==> config.mk <==
export PLATFORM = sky130hd
export DESIGN_NAME = hazard_scoreboard
export DESIGN_NICKNAME = d
export VERILOG_FILES = /design/src/rtl/hazard_scoreboard.sv
export SDC_FILE = /design/constraint.sdc
export NUM_CORES = 1
export LEC_CHECK = 0
export CAP_MARGIN = 20
export CORE_MARGIN = 8
export CORE_UTILIZATION = 25
export DETAILED_ROUTE_END_ITERATION = 10
export PLACE_DENSITY = 0.52
export SETUP_SLACK_MARGIN = 0.5
export SLEW_MARGIN = 20
export SYNTH_ARGS = -nofsm -noshare
export SYNTH_HDL_FRONTEND = slang
export SYNTH_SLANG_ARGS = --single-unit
==> constraint.sdc <==
create_clock -name clk -period 4 [get_ports clk]
set_input_delay 1 -clock clk [delete_from_list [all_inputs] [get_ports clk]]
set_output_delay 1 -clock clk [all_outputs]
set_load 0.05 [all_outputs]
==> src/rtl/hazard_scoreboard.sv <==
// Hazard scoreboard beside ID: tracks in-flight destination registers in EX/MEM/WB
// and stalls on load-use and ID-resolved register-branch hazards that forwarding cannot cover.
module hazard_scoreboard #(
  parameter int COUNT_W = 16
) (
  input  logic               clk,
  input  logic               rst,
  input  logic               ID_Valid,
  input  logic [3:0]         ID_rs,
  input  logic [3:0]         ID_rt,
  input  logic               ID_UsesRs,
  input  logic               ID_UsesRt,
  input  logic               ID_StoreData,
  input  logic               ID_Branch,
  input  logic               ID_RegWrite,
  input  logic               ID_MemRead,
  input  logic [3:0]         ID_destReg,
  input  logic               Flush,
  input  logic               Freeze,
  output logic               Stall,
  output logic [15:0]        Pending,
  output logic [COUNT_W-1:0] StallCount
);

  logic       ex_v, mem_v, wb_v;
  logic [3:0] ex_dest, mem_dest, wb_dest;
  logic       ex_load, mem_load;

  logic       rs_hit_ex, rt_hit_ex, rs_hit_mem;
  logic       luh, brh;
  logic       fill_v;

  // Per-slot source matches; a slot only counts when its valid bit is set.
  assign rs_hit_ex  = ex_v  && (ID_rs == ex_dest);
  assign rt_hit_ex  = ex_v  && (ID_rt == ex_dest);
  assign rs_hit_mem = mem_v && (ID_rs == mem_dest);

  // Store data in rt is served by MEM-MEM forwarding, so it never load-use stalls.
  assign luh = ID_Valid && ex_load &&
               ((ID_UsesRs && rs_hit_ex) ||
                (ID_UsesRt && !ID_StoreData && rt_hit_ex));

  assign brh = ID_Valid && ID_Branch && ID_UsesRs &&
               (rs_hit_ex || (rs_hit_mem && mem_load));

  assign Stall = (luh || brh) && !Flush;

  // Register 0 is never recorded, so it can neither stall nor show as pending.
  assign fill_v = ID_Valid && ID_RegWrite && (ID_destReg != 4'd0) && !Stall && !Flush;

  always_ff @(posedge clk) begin
    if (rst) begin
      ex_v     <= 1'b0;
      mem_v    <= 1'b0;
      wb_v     <= 1'b0;
      ex_dest  <= 4'd0;
      mem_dest <= 4'd0;
      wb_dest  <= 4'd0;
      ex_load  <= 1'b0;
      mem_load <= 1'b0;
    end else if (!Freeze) begin
      wb_v     <= mem_v;
      wb_dest  <= mem_dest;
      mem_v    <= ex_v;
      mem_dest <= ex_dest;
      mem_load <= ex_load;
      ex_v     <= fill_v;
      ex_dest  <= ID_destReg;
      ex_load  <= ID_MemRead;
    end
  end

  always_comb begin
    Pending = 16'h0000;
    if (ex_v)  Pending[ex_dest]  = 1'b1;
    if (mem_v) Pending[mem_dest] = 1'b1;
    if (wb_v)  Pending[wb_dest]  = 1'b1;
    Pending[0] = 1'b0;
  end

  // Counts only stalls that actually hold the pipe; saturates instead of wrapping.
  always_ff @(posedge clk) begin
    if (rst) begin
      StallCount <= '0;
    end else if (Stall && !Freeze && (StallCount != {COUNT_W{1'b1}})) begin
      StallCount <= StallCount + 1'b1;
    end
  end

endmodule

# Word-level counts from Yosys, hierarchy flattened
# Cells that the tools add are included.
# Widths: inputs -> output; s select.
# totals
register_bits	33
in_bits	23
output_inout_bits	33
elab_cells	61
# classes
n_addsub	1
order_cmp	6
eq_ne	4
muxes	9
bitwise	2
n_reduce_logical	30
# ops
cell	count
$mux 16	3
$or 16x16->16	2
$logic_and 1x1->1	22
$add 16x1->16 const B	1
$ne 16x16->1 const B	1
$lt 4x5->1 const B	3
$demux 1 s4	3
$eq 4x4->1	3
$ge 4x1->1 const B	3
$logic_not 1->1	4
$reduce_bool 4->1	1
$logic_or 1x1->1	3
$mux 1	3

# Longest topological paths before layout
# depth
word_depth	10
depth_mapped	8
depth_no_buf	6

# Least setup slack after synthesis
# Ideal clock, no wire load.
# synth_timing
path_type	input -> output
start	input port ID_rt[0]
end	output port Stall
arrival_time_ns	2.303
required_time_ns	3.000
path_slack_ns	0.697
stages	6
path_buffers	0
cell_sequence	xor2_1 nor4_4 nand3_1 o21ai_0 a21oi_1 nor2_1
# synth_between
elab_chain_cells	7
# synth_lines
item	line_no	rtl
start: declaration	10	input logic [3:0] ID_rt,
$eq 4x4->1	35	assign rt_hit_ex = ex_v && (ID_rt == ex_dest);
$logic_and 1x1->1	35	
$logic_and 1x1->1	41	(ID_UsesRt && !ID_StoreData && rt_hit_ex));
$logic_or 1x1->1	40	((ID_UsesRs && rs_hit_ex) ||
$logic_and 1x1->1	39	assign luh = ID_Valid && ex_load &&
$logic_or 1x1->1	46	assign Stall = (luh || brh) && !Flush;
$logic_and 1x1->1	46	
end: declaration	20	output logic Stall,
# No other way between the ends.

# Final worst setup path
# layout_timing
start	input port ID_rs[3]
end	register ex_v
# layout_between
elab_chain_cells	10
word_cells_on_any_way	15
cone_classes	eq/ne (2); reduce/logical (13)
# layout_lines
item	line_no	rtl
start: declaration	9	input logic [3:0] ID_rs,
$eq 4x4->1, on equally long branches	34, 36	
$logic_and 1x1->1, on equally long branches	34, 36	
$logic_and 1x1->1, on equally long branches	40, 44	
$logic_or 1x1->1, on equally long branches	40, 44	
$logic_and 1x1->1, on equally long branches	39, 43	
$logic_or 1x1->1 (*)	46	
$logic_and 1x1->1 (*)	46	
$logic_not 1->1 (*)	49	assign fill_v = ID_Valid && ID_RegWrite && (ID_destReg != 4'd0) && !Stall && !Flush;
$logic_and 1x1->1 (*) (2 in a row)	49	
end signal: assignment	67	ex_v <= fill_v;
end: declaration	25	logic ex_v, mem_v, wb_v;
# Mark *: on every way between the ends. The rest lies on a longest branch, timed or not.
# A chain may end at the register's enable or synchronous reset.

==> results.cfg <==
[clock_tree]
clk_pin_slew_ns = 0.06
clockBufferDepth = 2
numCtsBuffers = 5
cts-htree-levels = 2
clock_latency_ns = 0.28
tritoncts = done
cts_sinks = 33
ctsHoldBuffers = 0
cts-root-buf = clkbuf_8

[logic_synthesis]
yosysWarnings = 0
netlist_instances = 261
synth.distinct_cells = 51
synth_fp_nets = 285
dominantRegCellSynth = dfxtp_1
ys_seq_area_share_pct = 31.11
synthArstFlopShare_pct = 0
synth_edf_count = 0
avgSynthCellArea_um2 = 8.135
synth.ff_latch_count = 33
netlist_area_um2 = 2123

[finish]
syn2layout_area_growth_pct = 40.60
mostFrequentLayoutCells = clkdlybuf4s50_1 (47), nor2_1 (36), nand2_1 (34), dfxtp_1 (33)
final_util_pct = 36.33
fin_cells = 430
layout-drive-gt1-share_pct = 12.92
diodes = 0
nNetsFinal = 348
n_fill_cell = 822
layout_commonest_cell = clkdlybuf4s50_1

[detailed_routing]
detail_route.iter0.violations = 98
routedWlPerCell_um = 15.04
wirelength_um = 6466
dr.pass1.iters = 4
drc = 0
antenna_left = 0
vias_per_cell = 4.953
vias = 2130

[pwr]
vdd_drop_max_mv = 0.1230
p_int_uw = 497.3
p_seq_share_pct = 52.4
p_per_area_nw_per_um2 = 223.1
p_leak_uw = 0.001186
finalPower_uw = 666.0
p_comb_share_pct = 11.9
clkPwrFrac_pct = 35.6
swShare_pct = 25.33
power.net_switching_uw = 168.7

[floorplanning]
num_rows = 33
die_h_um = 108.2
die_w_um = 108.2
start_util_pct = 25.84
dieArea_um2 = 11700
ios = 56
core_um2 = 8217

[critical_path]
worst-path-max-fanout = 3
max_stage_delay_ns = 0.47
start_kind = primary input
crit_path_end_kind = flop
cp_slowest_cell = clkdlybuf4s50_1
cpMostUsedCell = buf_4
critical_path_class = primary input to flop
cp.arrival_ns = 3.69
worstPathRequired_ns = 4.20
path_cells = clkdlybuf4s50_1, xnor2_1, nand4_1, o21ai_2, buf_4, buf_4, buf_4, buf_4, buf_4, buf_4, buf_4, buf_4, buf_4, buf_4, buf_4, buf_4, a211o_1, a21oi_2

[sta]
report.final.slew_viol_count = 0
rsz0062_at_grt = true
setup_ws_ns = 0.5046
period_minus_slack_ns = 3.495
skew_ns = 0.007027
setup_viol = 0
period_share_pct = 87.38
fin_setup_tns_ns = 0
max_slew_margin_pct = 39.27
fmax_mhz = 286.1
tightest_slew_ns = 0.9081
hold_viol_final = 0

[global_route]
grt-ovfl-total = 0
grt_antenna_before_repair = 0
grt.total_usage_pct = 11.22
grt_max_degree = 24
grt_pass1_wl_um = 10740
grt_pass1_vias = 2153

[placement]
post-place-ws_ns = 0.3561
gp_congestion = 0.8711
dp_cells = 407
port_buffers = 54
dp_hpwl_um = 4671

[job]
drv_cap = 0

[outcome]
status = finished, final reports clean

[worst_hold_path]
min_path_type = flop to flop
[area by class of cell]
cell class                 count  area [um2]  share of cell area (%)
clock buffer                   8       80.08                   2.682
inverter                       3       11.26                  0.3772
multi-input combinational    210        1413                   47.32
sequential                    33       660.6                   22.13
tap                          105       131.4                   4.401
timing repair buffer          71       689.4                   23.09
[layer usage]
metal	GRT usage, %	part of all wire [%]
met4	3.667	0.67
met5	0	0
met1	14.42	47
met3	2.915	5.3
met2	17.83	47
[metrics by stage]
step / hold WS [ns] / area [um2]
after floorplan: 0.4634 / 2123
after global placement: 0.4804 / 2735
after detailed placement: 0.4938 / 2735
after CTS: 0.5106 / 2945
after global routing: 0.5420 / 2985
final: 0.5108 / 2985
[worst max-delay path, delay by kind of cell]
kind	cells	cell delay [ns]
compound gates	3	0.46
xor+xnor	1	0.15
buf+inv	13	1.92
simple gates	1	0.16
[synthesized netlist by cell type (2+ instances only)]
cell type	count	area (um2)
inv_1	3	11.26
nor2b_1	9	56.30
nand4_1	9	56.30
buf_6	2	22.52
nand2_1	35	131.4
and3_1	5	31.28
a21oi_1	7	35.03
a32oi_1	6	52.55
xor2_1	7	61.31
o21ai_0	4	20.02
buf_2	5	25.02
dfxtp_1	33	660.6
nor3b_1	3	22.52
a311oi_1	4	35.03
nor2_1	37	138.9
mux2i_1	17	170.2
a22oi_1	8	60.06
buf_4	2	15.01
and4_1	2	17.52
nand3_1	13	65.06
mux2_1	3	33.78
nor3_1	4	20.02
xnor2_1	11	96.34
clkbuf_1	5	18.77
[registers in the layout (all words and copies together), names as in the netlist]
name	count
StallCount	16
ex_dest	4
mem_dest	4
wb_dest	4
ex_load	1
ex_v	1
mem_load	1
mem_v	1
wb_v	1
[timing repair]
item / CTS / global route
pin swaps: 4 / 4
setup endpoints to repair: 1 / 2
setup buffers: 14 / 1
gates resized for setup: 7 / 10
[power groups by stage]
stage	Clock, uW	Sequential (uW)	Combinational (uW)
3_3_place_gp	0	356	74.8
5_1_grt	262	350	85.8
3_5_place_dp	0	356	75.2
6_report	237	349	79.4
4_1_cts	245	349	78.1
2_1_floorplan	0	345	51.5
[cells by family (layout without fill, tap and decap cells)]
group                      after synthesis  count (layout)  synth area share [%]
and+or+nand+nor                        134             134                 33.35
AOI/OAI and AO/OA                       36              36                 13.20
buffers and inverters                   18              82                 4.537
xor gates and xnor gates                18              18                 7.425
adders and majority gates                1               1                0.5892
other                                    1               1                0.1766
muxes                                   20              20                 9.605
DFF                                     33              33                 31.11
[path summary, 6_finish.rpt]
path,to,depth (start not counted),slack (ns),from
min reg2reg,StallCount[7],2,0.51,StallCount[7]
max reg2reg,ex_v,18,0.96,ex_dest[1]
max,ex_v,18,0.50,ID_rs[3]
min,StallCount[7],2,0.51,StallCount[7]
Note: power is estimated with default switching activity, not from simulation.
